## config.mk

```make
export PLATFORM = sky130hd
export DESIGN_NAME = qsm_readout_seq
export DESIGN_NICKNAME = d
export VERILOG_FILES = /design/src/rtl/qsm_readout_seq.sv
export SDC_FILE = /design/constraint.sdc
export NUM_CORES = 1
export LEC_CHECK = 0
export ABC_CLOCK_PERIOD_IN_PS = 3450
export BUFFER_PORTS_ARGS = -buffer_cell sky130_fd_sc_hd__buf_2
export CAP_MARGIN = 40
export CORE_MARGIN = 3
export CORE_UTILIZATION = 53
export CTS_CLUSTER_DIAMETER = 50
export DETAILED_ROUTE_END_ITERATION = 10
export MAX_ROUTING_LAYER = met4
export PLACE_DENSITY_LB_ADDON = 0.15
export SLEW_MARGIN = 10
export SYNTH_ARGS = -nofsm -noshare
export SYNTH_HDL_FRONTEND = slang
export SYNTH_SLANG_ARGS = --single-unit
```

## constraint.sdc

```tcl
create_clock -name clk_i -period 3.45 [get_ports clk_i]
set_clock_uncertainty 0.15 [all_clocks]
set_input_delay 0.69 -clock clk_i [delete_from_list [all_inputs] [get_ports clk_i]]
set_output_delay 0.69 -clock clk_i [all_outputs]
set_load 0.02 [all_outputs]
```

## src/rtl/qsm_readout_seq.sv

```systemverilog
// ---------------------------------------------------------------------------
// qsm_readout_seq
//
// Readout sequencer for one QSPI master (QSM) channel. Converts the register
// bank's control pulses (reset, trig) and fields (last_reg_adr, max_dim_no,
// read_delay) into frame commands for the serial engine, stores every DIM
// word returned by the engine into the channel readout SRAM (register-major,
// device-minor, packed), and maintains the status fields read back through
// the register map.
//
// Ports
//   clk_i, rst_i          system clock, synchronous active-high reset
//   ctrl_reset_i          pulse: drive the DIM line to its Reset state
//   ctrl_trig_i           pulse: start a readout of registers 0..last_reg_adr_i
//   last_reg_adr_i        index of the last DIM register to read
//   max_dim_no_i          devices accepted per frame
//   read_delay_i          inter-frame gap in microseconds
//   tick_us_i             1 us strobe
//   eng_rst_start_o       pulse: engine issues a line reset
//   eng_rd_start_o        pulse: engine reads register eng_reg_o
//   eng_reg_o             register index of the current frame
//   eng_word_valid_i/eng_word_i  device word stream from the engine
//   eng_ack_i             pulse: engine command finished
//   eng_fb_err_i          feedback error, qualified by eng_ack_i
//   mem_we_o/mem_addr_o/mem_data_o  readout SRAM write port
//   busy_o, done_o, err_many_o, err_fb_o, dim_count_o  status
// ---------------------------------------------------------------------------
module qsm_readout_seq #(
  parameter int MEM_AW  = 7,
  parameter int TIMEOUT = 65535
) (
  input  logic              clk_i,
  input  logic              rst_i,
  input  logic              ctrl_reset_i,
  input  logic              ctrl_trig_i,
  input  logic [3:0]        last_reg_adr_i,
  input  logic [3:0]        max_dim_no_i,
  input  logic [9:0]        read_delay_i,
  input  logic              tick_us_i,
  output logic              eng_rst_start_o,
  output logic              eng_rd_start_o,
  output logic [3:0]        eng_reg_o,
  input  logic              eng_word_valid_i,
  input  logic [15:0]       eng_word_i,
  input  logic              eng_ack_i,
  input  logic              eng_fb_err_i,
  output logic              mem_we_o,
  output logic [MEM_AW-1:0] mem_addr_o,
  output logic [15:0]       mem_data_o,
  output logic              busy_o,
  output logic              done_o,
  output logic              err_many_o,
  output logic              err_fb_o,
  output logic [3:0]        dim_count_o
);

  localparam int                TW        = $clog2(TIMEOUT + 1);
  localparam logic [TW-1:0]     TMO_LAST  = TW'(TIMEOUT - 1);
  localparam logic [MEM_AW-1:0] ADDR_LAST = '1;

  typedef enum logic [2:0] {
    IDLE,
    RST_WAIT,
    RD_START,
    RD_WAIT,
    DELAY,
    FIN
  } state_t;

  state_t              state, state_nxt;
  logic [3:0]          reg_idx, reg_idx_nxt;
  logic [3:0]          dev_cnt, dev_cnt_nxt;
  logic [MEM_AW-1:0]   wr_addr, wr_addr_nxt;
  logic                wr_full, wr_full_nxt;
  logic [TW-1:0]       tmo_cnt, tmo_nxt;
  logic [9:0]          dly_cnt, dly_nxt;
  logic                busy, busy_nxt;
  logic                done, done_nxt;
  logic                err_many, err_many_nxt;
  logic                err_fb, err_fb_nxt;
  logic [3:0]          dim_count, dim_count_nxt;
  logic                rst_start, rst_start_nxt;
  logic                rd_start, rd_start_nxt;
  logic [3:0]          eng_reg, eng_reg_nxt;

  logic                vld_p0;
  logic [MEM_AW-1:0]   addr_p0;
  logic [15:0]         data_p0;
  logic                vld_p1;
  logic [MEM_AW-1:0]   addr_p1;
  logic [15:0]         data_p1;

  always_comb begin
    state_nxt     = state;
    reg_idx_nxt   = reg_idx;
    dev_cnt_nxt   = dev_cnt;
    wr_addr_nxt   = wr_addr;
    wr_full_nxt   = wr_full;
    tmo_nxt       = tmo_cnt;
    dly_nxt       = dly_cnt;
    done_nxt      = done;
    err_many_nxt  = err_many;
    err_fb_nxt    = err_fb;
    dim_count_nxt = dim_count;
    eng_reg_nxt   = eng_reg;
    vld_p0        = 1'b0;
    addr_p0       = addr_p1;
    data_p0       = data_p1;

    case (state)
      IDLE: begin
        // Line reset has priority over a readout request in the same cycle.
        if (ctrl_reset_i) begin
          state_nxt = RST_WAIT;
          done_nxt  = 1'b0;
          tmo_nxt   = '0;
        end else if (ctrl_trig_i) begin
          state_nxt     = RD_START;
          done_nxt      = 1'b0;
          err_many_nxt  = 1'b0;
          err_fb_nxt    = 1'b0;
          dim_count_nxt = 4'd0;
          reg_idx_nxt   = 4'd0;
          wr_addr_nxt   = '0;
          wr_full_nxt   = 1'b0;
        end
      end

      RST_WAIT: begin
        if (eng_ack_i) begin
          state_nxt = IDLE;
        end else if (tmo_cnt == TMO_LAST) begin
          err_fb_nxt = 1'b1;
          state_nxt  = IDLE;
        end else begin
          tmo_nxt = tmo_cnt + TW'(1);
        end
      end

      RD_START: begin
        dev_cnt_nxt = 4'd0;
        tmo_nxt     = '0;
        state_nxt   = RD_WAIT;
      end

      RD_WAIT: begin
        if (eng_word_valid_i) begin
          if (dev_cnt < max_dim_no_i) begin
            dev_cnt_nxt = dev_cnt + 4'd1;
            // Once the top address has been written the SRAM is full; later
            // words still count as devices but are silently discarded.
            if (!wr_full) begin
              vld_p0  = 1'b1;
              addr_p0 = wr_addr;
              data_p0 = eng_word_i;
              if (wr_addr == ADDR_LAST) begin
                wr_full_nxt = 1'b1;
              end else begin
                wr_addr_nxt = wr_addr + MEM_AW'(1);
              end
            end
          end else begin
            err_many_nxt = 1'b1;
          end
        end

        if (eng_ack_i) begin
          // dev_cnt_nxt already includes a word arriving with the ack.
          if (reg_idx == 4'd0) begin
            dim_count_nxt = dev_cnt_nxt;
          end
          if (eng_fb_err_i) begin
            err_fb_nxt = 1'b1;
            state_nxt  = FIN;
          end else if (reg_idx == last_reg_adr_i) begin
            state_nxt = FIN;
          end else begin
            reg_idx_nxt = reg_idx + 4'd1;
            dly_nxt     = read_delay_i;
            state_nxt   = DELAY;
          end
        end else if (tmo_cnt == TMO_LAST) begin
          err_fb_nxt = 1'b1;
          state_nxt  = FIN;
        end else begin
          tmo_nxt = tmo_cnt + TW'(1);
        end
      end

      DELAY: begin
        // The counter is loaded on the ack edge, so a tick coinciding with
        // the ack is never seen here.
        if (dly_cnt == 10'd0) begin
          state_nxt = RD_START;
        end else if (tick_us_i) begin
          dly_nxt = dly_cnt - 10'd1;
        end
      end

      FIN: begin
        state_nxt = IDLE;
      end

      default: begin
        state_nxt = IDLE;
      end
    endcase

    // Command strobes and status are registered from the next state so each
    // output lines up with the state it describes.
    rst_start_nxt = (state == IDLE) && (state_nxt == RST_WAIT);
    rd_start_nxt  = (state_nxt == RD_START);
    if (rd_start_nxt) begin
      eng_reg_nxt = reg_idx_nxt;
    end
    if (state_nxt == FIN) begin
      done_nxt = 1'b1;
    end
    busy_nxt = (state_nxt != IDLE);
  end

  always_ff @(posedge clk_i) begin
    if (rst_i) begin
      state     <= IDLE;
      reg_idx   <= 4'd0;
      dev_cnt   <= 4'd0;
      wr_addr   <= '0;
      wr_full   <= 1'b0;
      tmo_cnt   <= '0;
      dly_cnt   <= 10'd0;
      busy      <= 1'b0;
      done      <= 1'b0;
      err_many  <= 1'b0;
      err_fb    <= 1'b0;
      dim_count <= 4'd0;
      rst_start <= 1'b0;
      rd_start  <= 1'b0;
      eng_reg   <= 4'd0;
      vld_p1    <= 1'b0;
      addr_p1   <= '0;
      data_p1   <= 16'd0;
    end else begin
      state     <= state_nxt;
      reg_idx   <= reg_idx_nxt;
      dev_cnt   <= dev_cnt_nxt;
      wr_addr   <= wr_addr_nxt;
      wr_full   <= wr_full_nxt;
      tmo_cnt   <= tmo_nxt;
      dly_cnt   <= dly_nxt;
      busy      <= busy_nxt;
      done      <= done_nxt;
      err_many  <= err_many_nxt;
      err_fb    <= err_fb_nxt;
      dim_count <= dim_count_nxt;
      rst_start <= rst_start_nxt;
      rd_start  <= rd_start_nxt;
      eng_reg   <= eng_reg_nxt;
      // Stage p0 -> p1: registered SRAM write port
      vld_p1    <= vld_p0;
      addr_p1   <= addr_p0;
      data_p1   <= data_p0;
    end
  end

  assign eng_rst_start_o = rst_start;
  assign eng_rd_start_o  = rd_start;
  assign eng_reg_o       = eng_reg;
  assign mem_we_o        = vld_p1;
  assign mem_addr_o      = addr_p1;
  assign mem_data_o      = data_p1;
  assign busy_o          = busy;
  assign done_o          = done;
  assign err_many_o      = err_many;
  assign err_fb_o        = err_fb;
  assign dim_count_o     = dim_count;

endmodule

```

### Yosys cells after proc, flatten, opt, wreduce, memory -nomap -nowiden

Cells that the tools add are included.

| storage, ports and cells | value |
|---|---|
| register bits | 83 |
| bits of input ports | 42 |
| output and inout bits | 38 |
| logic and storage cells | 139 |

| cells by class | value |
|---|---|
| $add $sub $neg | 5 |
| magnitude comparators | 1 |
| equality and inequality tests | 28 |
| mux-type cells | 60 |
| bitwise gates (word level) | 4 |
| reduce and logical (&&, ||, !) cells | 23 |

Operators with widths:

| cell | count |
|---|---|
| 2-to-1 mux 10 bit | 5 |
| 2-to-1 mux 16 bit | 3 |
| case mux 16 bit (3 select lines) | 1 |
| 2-to-1 mux 4 bit | 11 |
| 2-to-1 mux 7 bit | 6 |
| != test 2 bit, second input constant | 17 |
| case mux 4 bit (2 select lines) | 3 |
| 2-to-1 mux 3 bit | 7 |
| case mux 10 bit (2 select lines) | 1 |
| AND reduction 5 bit | 4 |
| 2-to-1 mux 1 bit | 18 |
| adder 16 x 1 -> 16 bit, second input constant | 1 |
| == test 16 bit, second input constant | 1 |
| case mux 3 bit (5 select lines) | 1 |
| case mux 7 bit (2 select lines) | 1 |
| nonzero test 3 bit | 4 |
| logical NOT 10 bit | 1 |
| subtractor 10 x 1 -> 10 bit, second input constant | 1 |
| == test 3 x 2 -> 1 bit, second input constant | 3 |
| adder 4 x 1 -> 4 bit, second input constant | 2 |
| AND reduction 4 bit | 2 |
| nonzero test 2 bit | 4 |
| adder 7 x 1 -> 7 bit, second input constant | 1 |
| == test 7 bit, second input constant | 1 |
| 16 further kinds | 22 |

### Depth between registers and ports, before layout

Gate-level depths: netlist (run 1).

| depth | value |
|---|---|
| depth after elaboration | 8 |
| depth in mapped cells | 10 |
| depth with buffers taken out | 8 |

### Least setup slack after synthesis (run 1)

Ideal clock, no wire load.

| timing path | value |
|---|---|
| path kind | in2reg |
| start point | input max_dim_no_i[1] |
| end point | register addr_p1[0] (netlist: mem_addr_o[0]) |
| setup time | 132 ps |
| arrival time | 2358 ps |
| required time | 3168 ps |
| setup slack | 809 ps |
| stages | 9 |
| path through | inv_1 -> ha_1 -> a2111oi_4 -> o21ai_2 -> or3_1 -> clkbuf_1 -> buf_2 -> nand2_1 -> a21oi_1 |

| on the way | value |
|---|---|
| word-level cells in the longest chain between the ends | 2 |

RTL lines:

| element | RTL line | source |
|---|---|---|
| start, declared | 37 | `input logic [3:0] max_dim_no_i,` |
| < comparator 4 bit | 148 | `if (dev_cnt < max_dim_no_i) begin` |
| AND reduction 4 bit (no line) | - |  |
| end signal, assigned | 260 | `addr_p1 <= addr_p0;` |
| end, declared | 90 | `logic [MEM_AW-1:0] addr_p1;` |

No other way between the ends.
A chain may end at the register's enable or synchronous reset.

### Worst setup path after layout (run 1)

| timing path | value |
|---|---|
| start point | register dly_cnt[0] |
| end point | register eng_reg[0] (netlist: eng_reg_o[0]) |

| on the way | value |
|---|---|
| word-level cells in the longest chain between the ends | 4 |

RTL lines:

| element | RTL line | source |
|---|---|---|
| start, declared | 76 | `logic [9:0] dly_cnt, dly_nxt;` |
| start signal, assigned | 249 | `dly_cnt <= dly_nxt;` |
| logical NOT 10 bit | 193 | `if (dly_cnt == 10'd0) begin` |
| 2-to-1 mux 3 bit | 193 |  |
| case mux 3 bit (5 select lines) | 110 | `case (state)` |
| == test 3 x 2 -> 1 bit | 212 | `rd_start_nxt = (state_nxt == RD_START);` |
| end signal, assigned | 257 | `eng_reg <= eng_reg_nxt;` |
| end, declared | 84 | `logic [3:0] eng_reg, eng_reg_nxt;` |

No other way between the ends.

==> impl_summary.md, run 1 <==
Critical path
The largest fanout of any net on the critical path is 7. The largest single stage delay on the critical path is around 0.58 ns. In this run the critical register-to-register path is launched from dly_cnt[0]$_SDFFE_PP0P_.

The worst setup path is launched from a flip-flop. The required time reported for the critical path endpoint is 3.55 ns. The worst register-to-register path has a setup slack of 0.83 ns.

The kind of cell adding the most delay to the critical path is simple AND/OR/NAND/NOR gates. STA puts the critical path data arrival time at between 2 and 3 ns. The number of buffers and inverters on the critical path is 1.

On the critical path, the stage with the largest delay is an instance of sky130_fd_sc_hd__or4b_1. Measured in cells, the most critical reg-to-reg path has a length of 8. The worst setup path category is flip-flop to flip-flop. The kind of capture point of the worst setup path is a flip-flop.

In this run the critical register-to-register path is captured at eng_reg_o[0]$_SDFFE_PP0P_. Walking the worst path, the cells encountered are inv_1, ha_1, or4b_1, or3_4, o32ai_4, a21oi_2, nor2_4, mux2_2.

STA
The final hold violation count came to 0. The transition time at the pin with the least slew margin is about 0.85 ns. Adding up every negative setup slack in the final design gives 0 ns. Setup repair after global routing left no endpoint under its margin. The headroom to the max-slew limit is 0.4338. The count of pins over their slew limit is 0. Dividing the final minimum period by the clock period gives 0.7593. On the final layout, the worst hold slack is slightly above 0.3 ns. The clock period minus worst slack is approximately 2.6 ns.

Based on the critical path, the design can be clocked at up to 381.7 MHz. Setup violations remaining at the end of the flow were counted as 0.

Clock tree
The number of gates resized after CTS was 0. After clock tree synthesis, the clock-pin slew on the worst setup and hold paths is approximately 0.090 ns. The clock reaches the later pin of the worst-skew pair after approximately 0.35 ns. The number of buffers added for setup after CTS is 0. The number of hold buffers added after CTS was 0. The H-tree was split into 3 levels. TritonCTS built the clock tree. The buffer levels on the longest clock path is 2.

The number of sinks driven by the clock tree is 83. Clock tree synthesis selected as its root buffer the cell sky130_fd_sc_hd__clkbuf_8. The number of CTS-inserted buffers is 9.

Drt
For this run, design rule violations remaining after detail routing come to 0. The final routed wirelength across all metal layers is between 8000 and 9000 um. The routed layout has 3,601 vias. The remaining number of nets flagged by the antenna check after routing is 0. Dividing the detail-routed wire length by the instance count gives about 14 um. For this block, the initial DRC count from the detailed router was roughly 170. The pre-antenna-repair detailed-routing pass consisted of 4 iterations. The average vias per placed instance is between 5 and 6.

Pwr
Summed over all cells, the static leakage comes to about 1.8 nW. The share of total power consumed by net switching is 0.2837. Of the total power, combinational logic draws 0.096. The share of total power dissipated in the clock network is 0.369.

Overall power consumption after layout is estimated at ~1.8 mW. The total net switching power is around 0.52 mW. The ratio of total power to cell area is roughly 400 nW/um^2. The peak ir drop on the vdd network is approximately 0.23 mV. The sequential group share of total power is 0.535. Cell internal power was estimated by the tool at roughly 1.3 mW.

Logic synthesis
The count of mapped cells out of synthesis is about 480. For this run, the number of Yosys warnings is 0. Of the synthesized area, sequential elements account for 0.4204. The cell with the most instances after synthesis is sky130_fd_sc_hd__dfxtp_1. The synthesized netlist occupies a cell area of ~4000 um^2.

The biggest area contributor in the post-synthesis netlist is sky130_fd_sc_hd__dfxtp_1. After synthesis, the netlist uses 63 different library cells. The number of enable flip-flop cells after synthesis is 0. Yosys attributes the largest share of cell area to sky130_fd_sc_hd__dfxtp_1, sky130_fd_sc_hd__nand2_1, sky130_fd_sc_hd__nor2_1. The area share of the largest cell type after synthesis is 0.4204. The average instance in the mapped netlist occupies approximately 8.3 um^2. For this run, asynchronously set or reset flops after synthesis account for 0.

The commonest register cell after synthesis is sky130_fd_sc_hd__dfxtp_1. The count of state elements after synthesis is 83. The post-synth net total is approximately 530. The commonest cells after synthesis are sky130_fd_sc_hd__dfxtp_1, sky130_fd_sc_hd__nand2_1, sky130_fd_sc_hd__nor2_1, sky130_fd_sc_hd__a21oi_1, sky130_fd_sc_hd__o21ai_0.

Placed design
The detailed placement HPWL is 6467 um. After detailed placement, the design holds a cell count of ~640. In this run the tool buffered the top-level ports with between 70 and 80 buffer cells. The cell area after placement is between 4000 and 5000 um^2.

The routability congestion estimate is around 0.83.

Die
The floorplan step set the die width to about 92 um. The initial core utilization is 0.5631. The die covers 8529 um^2. After floorplanning, the core was divided into 30 placement rows.

After floorplanning, the core was sized to cover roughly 7000 um^2. The die is approximately 92 um tall. The count of pins on the block boundary is 80.

Final layout
The final-stage net count is just over 600. In the final layout, flip-flops and latches occupy 1662 um^2. The final standard cell area without fillers is about 4600 um^2. Excluding fillers, the count of instances in the completed layout stands at ~650.

The layout overhead on the synthesized area is 16.52%. Fill cells in the final layout number between 600 and 700. The antenna diode instance count is 0. Of the cells placed in the final design, the portion with a size suffix greater than 1 is 0.2172.

The area of combinational cells with multiple inputs is roughly 2100 um^2.

Min path
The worst min-delay path class is flip-flop to flip-flop. The path with the worst hold slack has its endpoint at mem_addr_o[5]$_SDFFE_PP0P_. The launch point of the worst hold path is mem_addr_o[5]$_SDFFE_PP0P_. The number of cells on the worst hold path is 2.

GRT
The first global-routing pass estimated approximately 15,000 um of wire. The aggregate global-route resource usage is 0.2216. Entering global routing, the biggest net connects 37 pins. The global route total overflow is 0.

The initial antenna violation count is 0. The via count of the first global-routing pass is 3,348.

Status
The flow ran to the end, and the final reports show no timing, DRC or antenna violations.

Run
The number of violations of the max-capacitance limit is 0.
==> kinds of logic after synthesis <==
logic type | after synthesis | share of synthesized area
AO/OA/AOI/OAI | 110 | 0.1871
XOR/XNOR | 17 | 0.03767
adder cells (fa/ha/maj) | 10 | 0.03166
buffers and inverters | 36 | 0.03830
flip-flops | 83 | 0.4204
multiplexers | 7 | 0.01899
AND/OR/NAND/NOR | 216 | 0.2659
==> metal layers <==
layer  track usage  share of wire  vias to the layer above
met3       0.03249          0.036                       11
met5             -              0                        -
met4       0.08045          0.011                        0
met1        0.2733           0.45                     1667
met2        0.3698           0.50                       77
li1              -              -                     1846
==> flip-flops by register name (all words and copies together) (netlist names), 7 cells and up <==
signal / cells
mem_addr_o: 7
wr_addr: 7
dly_cnt: 10
tmo_cnt: 16
mem_data_o: 16
==> worst reg2reg max path, stage by stage, from the launching register on <==
cell                      delay, ns
sky130_fd_sc_hd__dfxtp_1       0.34
sky130_fd_sc_hd__inv_1         0.09
sky130_fd_sc_hd__ha_1          0.20
sky130_fd_sc_hd__or4b_1        0.58
sky130_fd_sc_hd__or3_4         0.40
sky130_fd_sc_hd__o32ai_4       0.16
sky130_fd_sc_hd__a21oi_2       0.10
sky130_fd_sc_hd__nor2_4        0.15
sky130_fd_sc_hd__mux2_2        0.35
==> power groups by stage <==
stage,sequential [mW],combinational [mW],clock (mW)
2_1_floorplan,1.01,0.119,0
3_5_place_dp,1.01,0.176,0
4_1_cts,0.983,0.177,0.697
6_report,0.983,0.176,0.678
3_3_place_gp,1.00,0.174,0
5_1_grt,0.985,0.198,0.739
==> per-stage QoR <==
stage,worst slack [ns],utilization
floorplan,0.8093,-
global placement,0.5061,0.6283
detailed placement,0.4376,0.6283
CTS,0.8226,0.6562
global route,0.6592,0.6562
finish,0.8303,0.6562
==> cell type report <==
class                   instances  area share
clock inverters                 7     0.01548
well taps                      96     0.02608
multi-input cells             360      0.4645
repair buffers                 85     0.09563
clock buffers                   9     0.02689
flip-flops and latches         83      0.3608
inverters                      13     0.01059
==> placed cells by master, fill, tap and decap left out, types with 3 or more instances in the layout <==
master,netlist,final
sky130_fd_sc_hd__nor3b_1,3,3
sky130_fd_sc_hd__inv_1,13,13
sky130_fd_sc_hd__a22oi_1,11,11
sky130_fd_sc_hd__o21ai_0,24,24
sky130_fd_sc_hd__nand4_1,8,8
sky130_fd_sc_hd__dfxtp_1,83,83
sky130_fd_sc_hd__xnor2_1,11,11
sky130_fd_sc_hd__nor2b_1,7,7
sky130_fd_sc_hd__nand2_1,76,76
sky130_fd_sc_hd__nor3_1,19,19
sky130_fd_sc_hd__ha_1,10,10
sky130_fd_sc_hd__xor2_1,6,6
sky130_fd_sc_hd__nor2_1,57,57
sky130_fd_sc_hd__a21oi_1,41,41
sky130_fd_sc_hd__mux2_2,4,4
sky130_fd_sc_hd__or3_1,6,6
sky130_fd_sc_hd__mux2i_1,3,3
sky130_fd_sc_hd__o21a_1,4,4
sky130_fd_sc_hd__buf_4,2,6
sky130_fd_sc_hd__nand3_1,7,7
sky130_fd_sc_hd__nor4_1,5,5
sky130_fd_sc_hd__clkbuf_8,0,9
sky130_fd_sc_hd__nand2b_1,5,5
sky130_fd_sc_hd__buf_2,7,79
==> how the worst max path moves through the flow <==
stage                            startpoint                         end  slack [ns]  depth (start not counted)
detailed placement          max_dim_no_i[1]  mem_addr_o[0]$_SDFFE_PP0P_        0.44                          8
CTS                 dly_cnt[0]$_SDFFE_PP0P_   eng_reg_o[0]$_SDFFE_PP0P_        0.82                          8
finish              dly_cnt[0]$_SDFFE_PP0P_   eng_reg_o[0]$_SDFFE_PP0P_        0.83                          8
global route        dly_cnt[0]$_SDFFE_PP0P_   eng_reg_o[1]$_SDFFE_PP0P_        0.66                          8
global placement            max_dim_no_i[1]  mem_addr_o[3]$_SDFFE_PP0P_        0.51                          8
floorplan                   max_dim_no_i[1]  mem_addr_o[0]$_SDFFE_PP0P_        0.81                          9
Power figures use the tool's default switching activity.
==> run 2, diff against run 1 <==
ABC_AREA = 1   (was default)
ABC_CLOCK_PERIOD_IN_PS = 2280   (was 3450)
CORE_UTILIZATION = 50   (was 53)
clock period = 2.28 ns   (was 3.45 ns; I/O delays follow)
==> run 2 against run 1 <==
Combinational power increased to 3.1 times the previous value. Sequential share of layout area decreased by 3.0 points. Hold slack got worse by 0.097 ns. Fmax increased by 27%. Via count increased by 18%. Critical endpoint is now tmo_cnt[3]$_SDFFE_PP0P_. Clock-buffer cell count increased by 1. Sequential power increased by 56%. Die area increased by 14%. Utilization decreased by 4.8 points. Sequential cell count unchanged. Highest routed layer unchanged.
==> impl_summary.md, run 2 <==
Logic synthesis
By area the synthesized netlist is led by sky130_fd_sc_hd__dfxtp_1, sky130_fd_sc_hd__nand2_1, sky130_fd_sc_hd__a21oi_1. The fraction of registers with async set or reset after synthesis was 0 (unchanged). The count of mapped cells out of synthesis is 630 (+32%). The netlist area before placement is 4290 um^2 (+8.5%). The area share of the largest cell type after synthesis is 0.3873 (-0.03310). The average instance area after synthesis is 6.810 um^2 (-17%). Summed over all instances, the cell type with the most area after synthesis is sky130_fd_sc_hd__dfxtp_1. Sorting the synthesized cells by how often they occur yields sky130_fd_sc_hd__nand2_1, sky130_fd_sc_hd__dfxtp_1, sky130_fd_sc_hd__nor2_1, sky130_fd_sc_hd__a21oi_1, sky130_fd_sc_hd__inv_1. The count of state elements after synthesis was 83 (unchanged).

The number of enable flip-flop cells after synthesis was 0 (unchanged). The number of library cell types mapped by synthesis is 34 (-46%). The cell with the most instances after synthesis is sky130_fd_sc_hd__nand2_1. The sequential area share after synthesis is 0.3873 (-0.03310). The post-synth net total is 682 (+28%). The most used flip-flop cell after synthesis is sky130_fd_sc_hd__dfxtp_1.

The total number of yosys warnings is 0 (unchanged).

Pwr
The clock share of power is 0.350 (-0.019). The combinational share of power was 0.171 (+0.075). The leakage power of the design was 2.262 nW (+24%). The ratio of total power to cell area came to 636.6 nW/um^2 (+60%). The share of total power consumed by net switching is 0.3030 (+0.01927). The internal power component is 2.227 mW (+69%). The sequential group share of total power came to 0.479 (-0.056). The overall power of the completed layout is 3.195 mW (+74%).

The peak ir drop on the vdd network is 0.4760 mV (+110%). The total net switching power was 0.9679 mW (+86%).

Die
The y dimension of the die is 98.63 um (+6.8%). The width of the die came to 98.63 um (+6.8%). The number of rows created at floorplan is 33 (+10%).

The floorplan core area is 8258 um^2 (+18%). The count of pins on the block boundary came to 80 (unchanged). The full die area is 9728 um^2 (+14%). The initial core utilization is 0.5195 (-0.04356).

Final layout
From synthesis to final layout, the design area changed by 16.97%. The final-stage net count was 765 (+27%). The sequential standard cell area is 1662 um^2 (unchanged). The number of fill cells was 777 (+19%). The area of combinational cells with multiple inputs was 2245 um^2 (+4.9%).

The most frequent standard cell in the layout excluding fill and tap cells is sky130_fd_sc_hd__nand2_1. The proportion of layout cells with a drive suffix above 1 is 0.1950 (-0.02225). The post-route core utilization is 0.6077 (-0.04842). The antenna diode instance count came to 0 (unchanged). The final standard cell area without fillers was 5019 um^2 (+9.0%).

The top cell types in the final layout, fill and taps aside, are sky130_fd_sc_hd__nand2_1, sky130_fd_sc_hd__dfxtp_1, sky130_fd_sc_hd__buf_2, sky130_fd_sc_hd__nor2_1, sky130_fd_sc_hd__a21oi_1. The count of non-filler cells in the finished layout is 823 (+26%).

Drt
The number of DRC violations after detailed routing was 0 (unchanged). The total via count after detailed routing is 4,244 (+18%). The remaining number of nets flagged by the antenna check after routing is 0 (unchanged).

The mean routed wirelength per cell is 12.47 um (-8.7%). The number of DRC markers in iteration 0 was 249 (+51%). The average vias per placed instance came to 5.157 (-6.5%).

The final routed wirelength across all metal layers is 10,260 um (+15%). The detailed-routing iteration count for the pre-antenna-repair pass is 5 (+1).

STA
The number of setup violations in the final report is 0 (unchanged). The final worst slack is 0.2161 ns (-0.6142 ns). The ratio of final minimum period to clock period is 0.9052 (+0.1459).

The clock period minus worst slack is 2.064 ns (-0.5558 ns). The headroom to the max-slew limit is 0.6758 (+0.2419). The sum of negative setup slack was 0 ns (unchanged).

The transition time at the pin with the least slew margin is 0.4863 ns (-0.3603 ns). The count of pins over their slew limit is 0 (unchanged). The highest achievable clock rate is 484.5 MHz (+27%).

The final hold violation count is 0 (unchanged). The worst slack on hold paths came to 0.2088 ns (-0.09654 ns). Setup repair after global routing left no endpoint under its margin.

Placed design
The cell area after placement was 4807 um^2 (+9.0%). The routability congestion estimate came to 0.8571 (+3.5%). The post-place setup slack was 0.1388 ns (-0.2988 ns). The total placed cells including tap cells is 807 (+27%). The count of input and output buffers was 79 (unchanged).

The detailed placement HPWL was 7615 um (+18%).

Min path
For hold timing, the worst endpoint is mem_data_o[11]$_SDFFE_PP0P_. The number of cells on the worst hold path came to 3 (+1). The path class of the tightest hold or removal check is primary input to flip-flop. The launch point of the worst hold path is eng_word_i[11].

Run
The number of violations of the max-capacitance limit came to 0 (unchanged).

Critical path
The end of the worst register-to-register path is tmo_cnt[3]$_SDFFE_PP0P_. The largest fanout of any net on the critical path is 15 (+8). By startpoint and endpoint, the worst setup path is classified as flip-flop to flip-flop.

STA classifies the critical path startpoint as a flip-flop. The cell count of the worst reg-to-reg path was 10 (+2). The required time reported for the critical path endpoint is 2.42 ns (-1.13 ns). The startpoint identified for the worst register-to-register timing path is tmo_cnt[0]$_SDFFE_PP0P_. The worst reg-to-reg setup slack is 0.22 ns (-0.61 ns). The worst endpoint data arrival time is 2.20 ns (-0.52 ns). The kind of capture point of the worst setup path is a flip-flop.

Status
The flow ran to the end, and the final reports show no timing, DRC or antenna violations.

Clock tree
The clock transition time at the flip-flop clock pins of the worst setup and hold paths was 0.09 ns (about the same). The clock latency at the later pin of the worst-skew pair is 0.35 ns (about the same). The clock tree from TritonCTS is yes. The total number of H-tree levels came to 3 (unchanged).

The buffer levels on the longest clock path is 2 (unchanged). The number of buffers added for setup after CTS came to 0 (unchanged). The number of sinks driven by the clock tree was 83 (unchanged). The root buffer cell is sky130_fd_sc_hd__clkbuf_8. The number of hold buffers added after CTS is 0 (unchanged). The number of CTS-inserted buffers is 9 (unchanged).

GRT
The initial antenna violation count is 0 (unchanged). The global route total overflow was 0 (unchanged). The pin count of the biggest net entering global routing is 47 (+27%). The via count of the first global-routing pass is 3,835 (+15%). The aggregate global-route resource usage is 0.2154 (-0.006220). The global-route wire length before repair is 17,010 um (+12%).
==> run 2: cell count changes after synthesis, sizes merged, moves of 9 or more <==
cell,delta
a21oi,+26
nand3,+51
a22oi,-11
o21ai,+9
inv,+58
nor2,+23
nor3,-10
nand2,+83
==> run 2: cell families (layout without fill, tap and decap cells) <==
| family | count (synthesis) | count (layout) | synth area share |
|---|---|---|---|
| AO/OA/AOI/OAI | 108 | 108 | 0.1318 |
| buffers and inverters | 91 | 179 | 0.09011 |
| AND/OR/NAND/NOR | 327 | 327 | 0.3392 |
| flip-flops | 83 | 83 | 0.3873 |
| adder cells (fa/ha/maj) | 10 | 10 | 0.02916 |
| XOR/XNOR | 11 | 11 | 0.02245 |
==> run 2: worst max path at each step <==
stage | start | endpoint | slack (ns) | depth (start not counted)
global route | dly_cnt[0]$_SDFFE_PP0P_ | dly_cnt[9]$_SDFFE_PP0P_ | 0.009 | 11
floorplan | max_dim_no_i[3] | mem_data_o[7]$_SDFFE_PP0P_ | 0.33 | 8
CTS | tmo_cnt[0]$_SDFFE_PP0P_ | tmo_cnt[3]$_SDFFE_PP0P_ | 0.22 | 10
finish | tmo_cnt[0]$_SDFFE_PP0P_ | tmo_cnt[3]$_SDFFE_PP0P_ | 0.22 | 10
detailed placement | max_dim_no_i[3] | mem_addr_o[5]$_SDFFE_PP0P_ | 0.14 | 10
global placement | max_dim_no_i[3] | mem_data_o[0]$_SDFFE_PP0P_ | 0.20 | 10
==> run 2: critical path, cell delays in order (launching register included) <==
cell and delay (ns):
sky130_fd_sc_hd__dfxtp_1 0.37, sky130_fd_sc_hd__inv_1 0.08, sky130_fd_sc_hd__ha_1 0.20, sky130_fd_sc_hd__inv_1 0.08, sky130_fd_sc_hd__nor2_1 0.06, sky130_fd_sc_hd__nand4_2 0.12, sky130_fd_sc_hd__nand2_2 0.10, sky130_fd_sc_hd__nand2_1 0.08
sky130_fd_sc_hd__nand3_2 0.25, sky130_fd_sc_hd__or2_2 0.38, sky130_fd_sc_hd__a21oi_1 0.12
==> run 2: area by class of cell <==
type | count | area share
multi-input cells | 456 | 0.4473
repair buffers | 92 | 0.1007
clock buffers | 10 | 0.02742
clock inverters | 6 | 0.01421
flip-flops and latches | 83 | 0.3311
well taps | 105 | 0.02618
inverters | 71 | 0.05310
==> run 2: layer usage <==
| metal | GRT usage | part of all wire | vias up |
|---|---|---|---|
| li1 | - | - | 2209 |
| met1 | 0.2725 | 0.46 | 1888 |
| met2 | 0.3541 | 0.47 | 134 |
| met3 | 0.02972 | 0.055 | 13 |
| met4 | 0.07458 | 0.014 | 0 |
| met5 | - | 0 | - |
==> run 2: what timing repair did <==
item                       4_1_cts  5_1_grt
resized for setup                0        1
hold endpoints to repair         0        0
setup endpoints to repair        0        2
==> run 2: power by group through the flow <==
| stage | clock (mW) | sequential (mW) | combinational [mW] |
|---|---|---|---|
| 2_1_floorplan | 0 | 1.60 | 0.351 |
| 4_1_cts | 1.15 | 1.53 | 0.545 |
| 5_1_grt | 1.20 | 1.54 | 0.616 |
| 3_5_place_dp | 0 | 1.56 | 0.542 |
| 3_3_place_gp | 0 | 1.56 | 0.535 |
| 6_report | 1.12 | 1.53 | 0.547 |
==> run 3, diff against run 2 <==
ABC_AREA = 0   (was 1)
ABC_CLOCK_PERIOD_IN_PS = 1800   (was 2280)
CORE_UTILIZATION = 49   (was 50)
clock period = 1.8 ns   (was 2.28 ns; I/O delays follow)
==> run 3 against run 2 <==
The run now ends with setup timing left. Clock power is 24% higher. Cell area rose by 32%. Global-route usage rose by 8.0 points. Via count up 9.2%. Sequential cell count is the same. Utilization grew 24 points. Critical endpoint is now mem_data_o[2]$_SDFFE_PP0P_. Largest cell class unchanged. Total power increased by 25%. Clock-buffer cell count fell by 1. Sequential power grew 23%. Hold slack worse by 0.17 ns. Critical path depth fell by 1.
==> impl_summary.md, run 3 (synthesis gave the netlist of run 1 again) <==
Critical path
The critical path in this run is classified as flip-flop to flip-flop. The critical path goes through ha_4, a2111oi_4, o21ai_2, buf_6, buf_6, nor3_4, buf_6, nand2_4, a21oi_2. The worst register-to-register path begins at dev_cnt[1]$_SDFFE_PP0P_. The cell count of the worst reg-to-reg path was 9 (-1). The kind of capture point of the worst setup path is a flip-flop. In this design, the critical path's most frequently occurring cell is sky130_fd_sc_hd__buf_6.

The worst reg-to-reg setup slack is -0.63 ns (-0.84 ns). The delay contributed by the slowest stage of the critical path is 0.42 ns (+0.04 ns). The cell type of the slowest stage on the worst timing path is sky130_fd_sc_hd__a2111oi_4. The worst endpoint data arrival time is 2.57 ns (+0.37 ns). The required time reported for the critical path endpoint came to 1.95 ns (-0.47 ns). The largest fanout of any net on the critical path came to 5 (-10).

The kind of start point of the critical path is a flip-flop. The endpoint identified for the worst register-to-register timing path is mem_data_o[2]$_SDFFE_PP0P_.

Clock tree
The number of CTS-inserted buffers came to 9 (unchanged). The root buffer cell is sky130_fd_sc_hd__clkbuf_8. The clock latency at the later pin of the worst-skew pair came to 0.39 ns (+0.04 ns). The clock transition time at the flip-flop clock pins of the worst setup and hold paths was 0.11 ns (+0.02 ns). The total number of H-tree levels is 3 (unchanged).

TritonCTS built the clock tree. The number of sinks driven by the clock tree was 83 (unchanged). The buffer levels on the longest clock path was 2 (unchanged).

Drt
The number of DRC violations after detailed routing is 0 (unchanged). The number of DRC markers in iteration 0 came to 310 (+24%). The remaining number of nets flagged by the antenna check after routing came to 0 (unchanged). The mean routed wirelength per cell is 19.54 um (+57%). The total via count after detailed routing is 4,635 (+9.2%). The final routed wirelength across all metal layers is 15,340 um (+49%). The detailed-routing iteration count for the pre-antenna-repair pass was 5 (unchanged). The average vias per placed instance came to 5.904 (+14%).

STA
The headroom to the max-slew limit was 0.6891 (+0.01336). The final worst slack is -0.6250 ns (-0.8411 ns). The worst slack on hold paths was 0.04357 ns (-0.1653 ns). The clock period minus worst slack is 2.425 ns (+0.3611 ns). The number of setup violations in the final report is 81 (+81). Setup repair after global routing could not meet its margin everywhere. The transition time at the pin with the least slew margin is 0.4663 ns (-0.02003 ns).

The count of pins over their slew limit is 0 (unchanged). The highest achievable clock rate came to 412.4 MHz (-15%). The sum of negative setup slack is -27.41 ns (-27.41 ns). The ratio of final minimum period to clock period is 1.347 (+0.4420).

The final hold violation count was 0 (unchanged).

Die
The floorplan core area came to 7767 um^2 (-5.9%). The number of rows created at floorplan is 32 (-3.0%). The count of pins on the block boundary is 80 (unchanged). The width of the die came to 95.82 um (-2.9%).

The full die area is 9181 um^2 (-5.6%). The initial core utilization is 0.5089 (-0.01069). The y dimension of the die was 95.82 um (-2.9%).

Placed design
The count of input and output buffers is 79 (unchanged). The total placed cells including tap cells was 737 (-8.7%). The routability congestion estimate is 0.8911 (+4.0%). The cell area after placement was 5324 um^2 (+11%). The detailed placement HPWL is 7823 um (+2.7%).

Final layout
The antenna diode instance count is 0 (unchanged). The final-stage net count was 730 (-4.6%). The number of fill cells is 401 (-48%). The count of non-filler cells in the finished layout is 785 (-4.6%).

Leaving out fill and tap cells, the most frequent cells in the layout are sky130_fd_sc_hd__buf_4, sky130_fd_sc_hd__buf_2, sky130_fd_sc_hd__dfxtp_1, sky130_fd_sc_hd__nor2_1, sky130_fd_sc_hd__nand2_1. The final standard cell area without fillers is 6600 um^2 (+32%). The area growth from synthesis to layout is 66.98%. Leaving out fill and tap cells, the most frequent cell in the layout is sky130_fd_sc_hd__buf_4. The proportion of layout cells with a drive suffix above 1 is 0.5857 (+0.3907).

GRT
The initial antenna violation count was 0 (unchanged). The global route total overflow is 0 (unchanged). The pin count of the biggest net entering global routing is 24 (-49%). The global-route wire length before repair is 20,700 um (+22%).

The aggregate global-route resource usage was 0.2949 (+0.07957). The via count of the first global-routing pass was 4,483 (+17%).

Min path
The number of cells on the worst hold path is 3 (unchanged). In this run the most critical hold path is launched from eng_word_i[8]. The path with the worst hold slack has its endpoint at mem_data_o[8]$_SDFFE_PP0P_. The worst min-delay path class is primary input to flip-flop.

Pwr
The overall power of the completed layout was 3.996 mW (+25%). The leakage power of the design is 2.727 nW (+21%). The ratio of total power to cell area is 605.4 nW/um^2 (-4.9%). The peak ir drop on the vdd network is 0.3711 mV (-22%).

Status
The run finished, with violations left. The final reports fail on setup timing.

Run
The number of violations of the max-capacitance limit is 0 (unchanged).
run 3: changes by cell type in the layout (fill, tap and decap cells not counted), moves of 8 or more:
| cell | before | now |
|---|---|---|
| sky130_fd_sc_hd__a21oi_1 | 67 | 7 |
| sky130_fd_sc_hd__a21oi_2 | 1 | 33 |
| sky130_fd_sc_hd__buf_4 | 12 | 101 |
| sky130_fd_sc_hd__buf_6 | 0 | 25 |
| sky130_fd_sc_hd__dfxtp_1 | 83 | 73 |
| sky130_fd_sc_hd__dfxtp_2 | 0 | 8 |
| sky130_fd_sc_hd__inv_1 | 64 | 9 |
| sky130_fd_sc_hd__nand2_1 | 151 | 36 |
| sky130_fd_sc_hd__nand2_2 | 8 | 23 |
| sky130_fd_sc_hd__nand2_4 | 0 | 17 |
| sky130_fd_sc_hd__nand3_1 | 55 | 6 |
| sky130_fd_sc_hd__nor2_1 | 73 | 48 |
| sky130_fd_sc_hd__o21ai_0 | 31 | 13 |
run 3: worst max path at each step:
stage                                        from                         end  depth (start not counted)
after floorplan           dly_cnt[0]$_SDFFE_PP0P_   eng_reg_o[0]$_SDFFE_PP0P_                          9
after global placement    dly_cnt[0]$_SDFFE_PP0P_   eng_reg_o[0]$_SDFFE_PP0P_                          8
after detailed placement  dly_cnt[0]$_SDFFE_PP0P_   eng_reg_o[2]$_SDFFE_PP0P_                          8
after CTS                 dly_cnt[0]$_SDFFE_PP0P_   eng_reg_o[2]$_SDFFE_PP0P_                          8
after global routing      dev_cnt[1]$_SDFFE_PP0P_  mem_data_o[2]$_SDFFE_PP0P_                          9
final                     dev_cnt[1]$_SDFFE_PP0P_  mem_data_o[2]$_SDFFE_PP0P_                          9
run 3: layer usage:
layer	vias up	part of all wire	GRT usage
met5	-	0	-
met4	0	0.051	0.1244
met3	95	0.071	0.05942
met2	252	0.51	0.5345
met1	2196	0.36	0.3102
li1	2092	-	-
run 3: worst max-delay path, delay by kind of cell, from the launching register on:
family,cells,cell delay (ns)
compound gates,3,0.78
fa+ha+maj,1,0.22
buf+inv,3,0.47
flops,1,0.35
simple gates,2,0.38
run 3: layout make-up:
type | count | area [um^2] | share of cell area
clock buffers | 9 | 123.9 | 0.01877
clock inverters | 7 | 66.31 | 0.01005
inverters | 13 | 56.30 | 0.008531
multi-input cells | 361 | 2997 | 0.4540
flip-flops and latches | 83 | 1679 | 0.2544
well taps | 102 | 127.6 | 0.01934
repair buffers | 210 | 1550 | 0.2349
run 3: power breakdown:
| part | internal (mW) | leakage, nW | switching, mW |
|---|---|---|---|
| registers | 1.86 | 0.675 | 0.0221 |
| clock network | 0.540 | 0.0922 | 0.852 |
| logic | 0.332 | 1.96 | 0.392 |
| total | 2.73 | 2.73 | 1.27 |
run 3: per-stage QoR:
stage / util / setup slack (ns)
final: 0.8497 / -0.6250
after global routing: 0.8497 / -0.6610
after CTS: 0.7949 / -0.4927
after detailed placement: 0.6854 / -0.5240
after global placement: 0.6854 / -0.4753
after floorplan: - / -0.5955
run 3: repair_timing:
action,CTS,global route
endpoints found under the setup margin,80,82
hold buffers,0,0
cloned,7,1
gates resized for setup,99,103
hold endpoints to repair,0,0
pin swaps,51,65
buffers inserted,22,12
